**src/rtl/pic_prio_ctrl_n.sv**
```systemverilog
// Programmable interrupt controller: N_IRQ request lines, fixed/rotating priority, nested ISR,
// two-pulse NINTA acknowledge returning BASE+id. All outputs registered; INT lags IRR by one clk.
module pic_prio_ctrl_n #(
  parameter int N_IRQ = 8,
  parameter int LVL_W = 4
) (
  input  logic             clk,
  input  logic             reset,
  input  logic             NWR,
  input  logic             NRD,
  input  logic [1:0]       A,
  input  logic [15:0]      DIN,
  output logic [15:0]      DOUT,
  input  logic [N_IRQ-1:0] IR,
  output logic             INT,
  input  logic             NINTA,
  output logic [7:0]       VEC,
  output logic             VEC_OE
);

  typedef enum logic [1:0] {IDLE = 2'd0, ACK1 = 2'd1, ACK2 = 2'd2} state_e;

  state_e             state_q, state_d;
  logic [N_IRQ-1:0]   irr_q, irr_d, imr_q, imr_d, isr_q, isr_d, ir_q, req;
  logic [2:0]         ctrl_q, ctrl_d;
  logic [7:0]         base_q, base_d, vec_q, vec_d;
  logic [15:0]        dout_q, dout_d;
  logic [LVL_W-1:0]   lowest_q, lowest_d, id_q, id_d;
  logic [LVL_W-1:0]   cand_idx, cand_rank, top_idx, top_rank, lvl;
  logic               int_q, int_d, vec_oe_q, vec_oe_d, spur_q, spur_d, ninta_q;
  logic               cand_vld, top_vld, lvl_ok, nin_fall;
  logic               din_unused;

  function automatic logic [N_IRQ-1:0] onehot(input int i);
    return N_IRQ'(1) << i;
  endfunction

  // Index of the k-th highest priority line: (lowest+1+k) mod N_IRQ.
  function automatic int rot(input int lo, input int k);
    int r;
    r = lo + 1 + k;
    if (r >= N_IRQ) r = r - N_IRQ;
    return r;
  endfunction

  assign req        = irr_q & ~imr_q;
  assign din_unused = ^DIN;

  // Rank 0 is the highest priority; first hit scanning downward wins.
  always_comb begin
    cand_vld  = 1'b0;
    cand_idx  = '0;
    cand_rank = '0;
    top_vld   = 1'b0;
    top_idx   = '0;
    top_rank  = '0;
    for (int k = 0; k < N_IRQ; k++) begin
      if (!cand_vld && |(req & onehot(rot(int'(lowest_q), k)))) begin
        cand_vld  = 1'b1;
        cand_idx  = LVL_W'(rot(int'(lowest_q), k));
        cand_rank = LVL_W'(k);
      end
      if (!top_vld && |(isr_q & onehot(rot(int'(lowest_q), k)))) begin
        top_vld  = 1'b1;
        top_idx  = LVL_W'(rot(int'(lowest_q), k));
        top_rank = LVL_W'(k);
      end
    end
  end

  always_comb begin
    state_d  = state_q;
    imr_d    = imr_q;
    isr_d    = isr_q;
    ctrl_d   = ctrl_q;
    base_d   = base_q;
    dout_d   = dout_q;
    lowest_d = lowest_q;
    vec_d    = vec_q;
    vec_oe_d = vec_oe_q;
    id_d     = id_q;
    spur_d   = spur_q;
    lvl      = DIN[LVL_W-1:0];
    lvl_ok   = (int'(lvl) < N_IRQ);
    nin_fall = !NINTA && ninta_q;
    irr_d    = ctrl_q[0] ? IR : (IR & (irr_q | ~ir_q));
    int_d    = cand_vld && (state_q == IDLE) && (!top_vld || (cand_rank < top_rank));

    if (!NWR) begin
      case (A)
        2'd0: ctrl_d = DIN[2:0];
        2'd1: imr_d  = DIN[N_IRQ-1:0];
        2'd2: base_d = DIN[7:0];
        default: begin
          if (DIN[5] && lvl_ok) lowest_d = lvl;
          if (DIN[7]) begin
            if (DIN[6]) begin
              if (lvl_ok) begin
                isr_d = isr_d & ~onehot(int'(lvl));
                if (ctrl_q[2]) lowest_d = lvl;
              end
            end else if (top_vld) begin
              isr_d = isr_d & ~onehot(int'(top_idx));
              if (ctrl_q[2]) lowest_d = top_idx;
            end
          end
        end
      endcase
    end

    if (!NRD) begin
      dout_d = '0;
      case (A)
        2'd0:    dout_d[N_IRQ-1:0] = irr_q;
        2'd1:    dout_d[N_IRQ-1:0] = imr_q;
        2'd2:    dout_d[N_IRQ-1:0] = isr_q;
        default: dout_d[LVL_W+4:0] = {state_q, ctrl_q, lowest_q};
      endcase
    end

    // EOI commands above are applied before the acknowledge ISR set below.
    case (state_q)
      IDLE: begin
        if (nin_fall) begin
          state_d = ACK1;
          int_d   = 1'b0;
          if (cand_vld) begin
            id_d   = cand_idx;
            spur_d = 1'b0;
            isr_d  = isr_d | onehot(int'(cand_idx));
            if (!ctrl_q[0]) irr_d = irr_d & ~onehot(int'(cand_idx));
          end else begin
            id_d   = LVL_W'(N_IRQ - 1);
            spur_d = 1'b1;
          end
        end
      end
      ACK1: begin
        if (nin_fall) begin
          state_d  = ACK2;
          vec_d    = base_q + 8'(id_q);
          vec_oe_d = 1'b1;
        end
      end
      ACK2: begin
        if (NINTA) begin
          state_d  = IDLE;
          vec_oe_d = 1'b0;
          if (ctrl_q[1] && !spur_q) begin
            isr_d = isr_d & ~onehot(int'(id_q));
            if (ctrl_q[2]) lowest_d = id_q;
          end
        end
      end
      default: state_d = IDLE;
    endcase
  end

  always_ff @(posedge clk or posedge reset) begin
    if (reset) begin
      state_q  <= IDLE;
      irr_q    <= '0;
      imr_q    <= '0;
      isr_q    <= '0;
      ir_q     <= '0;
      ctrl_q   <= '0;
      base_q   <= '0;
      dout_q   <= '0;
      lowest_q <= LVL_W'(N_IRQ - 1);
      int_q    <= 1'b0;
      vec_q    <= '0;
      vec_oe_q <= 1'b0;
      id_q     <= '0;
      spur_q   <= 1'b0;
      ninta_q  <= 1'b1;
    end else begin
      state_q  <= state_d;
      irr_q    <= irr_d;
      imr_q    <= imr_d;
      isr_q    <= isr_d;
      ir_q     <= IR;
      ctrl_q   <= ctrl_d;
      base_q   <= base_d;
      dout_q   <= dout_d;
      lowest_q <= lowest_d;
      int_q    <= int_d;
      vec_q    <= vec_d;
      vec_oe_q <= vec_oe_d;
      id_q     <= id_d;
      spur_q   <= spur_d;
      ninta_q  <= NINTA;
    end
  end

  assign DOUT   = dout_q;
  assign INT    = int_q;
  assign VEC    = vec_q;
  assign VEC_OE = vec_oe_q;

endmodule

```
**config.mk**
```make
export PLATFORM = sky130hd
export DESIGN_NAME = pic_prio_ctrl_n
export DESIGN_NICKNAME = d
export VERILOG_FILES = /design/src/rtl/pic_prio_ctrl_n.sv
export SDC_FILE = /design/constraint.sdc
export NUM_CORES = 1
export LEC_CHECK = 0
export BUFFER_PORTS_ARGS = -buffer_cell sky130_fd_sc_hd__clkbuf_2
export CORE_UTILIZATION = 44
export CTS_CLUSTER_DIAMETER = 150
export DETAILED_ROUTE_END_ITERATION = 10
export PLACE_DENSITY = 0.66
export REMOVE_ABC_BUFFERS = 1
export SLEW_MARGIN = 30
export SYNTH_ARGS = -nofsm -noshare
export SYNTH_HDL_FRONTEND = slang
export SYNTH_SLANG_ARGS = --single-unit
```
**constraint.sdc**
```tcl
create_clock -name clk -period 5.7 [get_ports clk]
set_input_delay 1.425 -clock clk [delete_from_list [all_inputs] [get_ports clk]]
set_output_delay 1.425 -clock clk [all_outputs]
set_load 0.01 [all_outputs]
```
==> results.md <==
- Status: finished clean
- Period minus WS final: 5.496 ns
- Post-synth top area cell: dfrtp_1
- Synth unique cells: 108
- Syn avg cell area: 9.020 sq um
- Met2 Use GR: 0.4321
- # fillers: 1461
- WP data arrival: 5.71 ns
- Crit path kind: flop to flop
- Multi-input gate area in the final layout: 4686 sq um
- Slowest cell on the critical path: dfstp_2
- Worst-path cell chain: ha_1, xor2_4, inv_2, ha_1, or3b_1, o211ai_2, xnor2_2, ha_1, ha_1, inv_1, xnor3_1, nand3_1, o31a_1, o22ai_1, nor2_2, nor2_1, o32a_1, or3_1, o311a_1
- Share of post-route cells with drive strength above 1: 0.2357
- CTS tree: done
- Setup TNS after final layout: 0 ns
- Core Region: 15200 sq um
- Worst-skew pair later-pin latency: 0.33 ns
- Max FO, Critical Path: 13
- GRT overflow: 0
- DRC: 0
- Final setup violation count: 0
- Slew HR: 0.5144
- Met3 Use GR: 0.03205
- Input/output buffers: 41
- CTS buffer count: 9
- Cell count after synthesis: 760
- Synth warn: 0
- Antenna fix cells: 0
- Worst Hold Class: flop to flop
- Top cells by area, synth: dfrtp_1 (26%), ha_1 (6.8%), mux2_2 (5.7%)
- Final setup skew: 0.006039 ns
- CTS root buf: clkbuf_16
- Worst setup SP type: flop
- Antenna viol nets, final: 0
- Via count: 6302
- Number of synthesized flops with an enable pin: 0
- Synthesized flop and latch total: 74
- Clock sinks: 74
- Most common cell on crit path: ha_1
- Routed vias/inst: 6.340
- Layout area overhead: 11.53%
- Crit end category: flop
- Crit path largest cell delay: 0.74 ns
- Die H: 126.8 microns
- GR met1 Demand/Resource: 0.3399
- Gr usage total: 0.2619
- Number of DRC markers in iteration 0: 638
- First-pass GRT wire length: 32840 microns
- Worst-path clk slew: 0.06 ns
- Final Slew Violations: 0
- Worst Tran Pin Value: 0.7269 ns
- Routed len/inst: 20.66 microns
- Post-CTS sizing: 0
- Total iterations of the first detailed-routing run: 6
- Row count: 45
- Post-Route WL: 20540 microns
- Reg2reg setup slack: 0.20 ns
- Die X-Extent: 126.8 microns
- Largest net degree at the start of global routing: 49
- Hold Vio Cnt, Final: 0
- Top_reg_cell synth: dfrtp_1
- DP Wirelength: 15380 microns
- Maximum capacitance violations: 0
- Seq. cell area: 1857 sq um
- Share of the synthesized area in the top cell type: 0.2555
- CP required: 5.91 ns
- Vias in the first global route: 5971
- Starting Density: 0.4509
- Asr flop ratio synth: 1.000
- F_max: 0.1820 GHz
- Most frequent cell after synthesis: nand2_1
- DIE AREA: 16080 sq um
- IO Pins: 57
- Hold-fix buffers, CTS: 0
- Mapped cell area: 6855 sq um
- Setup Fix Bufs, Post-CTS: 0
- Fraction of the yosys area taken by sequential cells: 0.2709
- Placer Congestion: 0.9896
- Initial antenna violation count: 0
- Post-synth top cells: nand2_1 (74), dfrtp_1 (70), nor2_1 (49)
- Grt peak-use layer: met2
- Part of the cycle the worst path needs: 0.9641
- # nets final: 870
- CTS Buffer Depth: 2
- H-Tree Level Count: 3
registers in the layout (all words and copies together) (netlist names), 2 cells and up:
register,count
base_q,8
state_q,2
VEC,8
DOUT,9
ir_q,8
id_q,4
irr_q,8
lowest_q,4
imr_q,8
isr_q,8
ctrl_q,3
path summary, 6_finish.rpt:
kind / to / start / cells after the start
worst max-delay path: irr_q[0]$_DFF_PP0_ / lowest_q[0]$_DFF_PP1_ / 19
worst min-delay path: VEC[1]$_DFFE_PP0P_ / VEC[1]$_DFFE_PP0P_ / 2
worst max register to register: irr_q[0]$_DFF_PP0_ / lowest_q[0]$_DFF_PP1_ / 19
worst min register to register: VEC[1]$_DFFE_PP0P_ / VEC[1]$_DFFE_PP0P_ / 2
max in group asynchronous: ninta_q$_DFF_PP1_ / reset / 3
min in group asynchronous: base_q[7]$_DFFE_PP0P_ / reset / 2
routing by layer:
| metal | routed length, microns | share of wire | up-vias |
|---|---|---|---|
| met3 | 1405 | 0.068 | 67 |
| met2 | 9423 | 0.46 | 286 |
| met5 | 0 | 0 | - |
| li1 | - | - | 2928 |
| met4 | 965 | 0.047 | 0 |
| met1 | 8744 | 0.43 | 3021 |
cell families after synthesis:
logic type      after synthesis  share of synthesized area
compound gates              221                     0.2387
xor+xnor                     25                    0.04800
fa+ha+maj                    39                    0.07191
buf+inv                      77                    0.05494
flops                        74                     0.2709
mux                          61                     0.1108
other cells                   1                  0.0005470
simple gates                262                     0.2042
critical path: cells and delay by family (launching register included):
family | cells | cell delay, ns
buffers and inverters | 2 | 0.31
xor gates and xnor gates | 3 | 0.91
AOI/OAI and AO/OA | 5 | 1.04
adders and majority gates | 4 | 1.01
and+or+nand+nor | 5 | 1.36
DFF | 1 | 0.74
final cells by class:
| cell class | instances | share of cell area |
|---|---|---|
| Inverter | 34 | 0.01702 |
| Clock inverter | 5 | 0.01113 |
| Multi-Input combinational cell | 615 | 0.6128 |
| Clock buffer | 11 | 0.03306 |
| Sequential cell | 74 | 0.2428 |
| Timing Repair Buffer | 67 | 0.05236 |
| Tap cell | 188 | 0.03076 |
placed cells by master, fill, tap and decap left out, types with 5 or more instances in the layout:
cell	n
nor3_1	14
nor2_1	49
a22o_1	5
xor2_1	5
conb_1	7
xnor2_1	10
o22ai_1	10
o311ai_0	5
o21ai_0	40
inv_2	5
mux4_2	8
a222oi_1	7
nor2b_1	23
or2_2	5
o311a_1	8
ha_1	35
o211ai_1	5
nand3_1	24
a21o_1	5
mux2_2	35
a21oi_1	37
a31o_2	5
or3_1	6
a221oi_1	6
inv_1	25
buf_4	26
clkbuf_2	41
a31oi_1	6
mux2i_1	16
dfrtp_1	70
o221ai_1	6
xnor3_1	5
a211oi_1	7
nand2b_1	14
a22oi_1	7
clkbuf_16	9
nand2_1	74
metrics by stage:
step	instances	utilization	area [sq um]	setup slack, ns	hold WS (ns)
finish	994	0.5030	7646	0.2044	0.4792
global route	994	0.5030	7646	-0.002193	0.4972
CTS	994	0.5009	7615	0.1667	0.4830
detailed placement	978	0.4787	7277	0.2060	0.4667
global placement	978	0.4779	7264	0.2811	0.4624
floorplan	723	-	6629	0.3733	0.4873
Power is not shown: default switching activity piles up to over one toggle a cycle in this logic, so the estimate is an artifact.
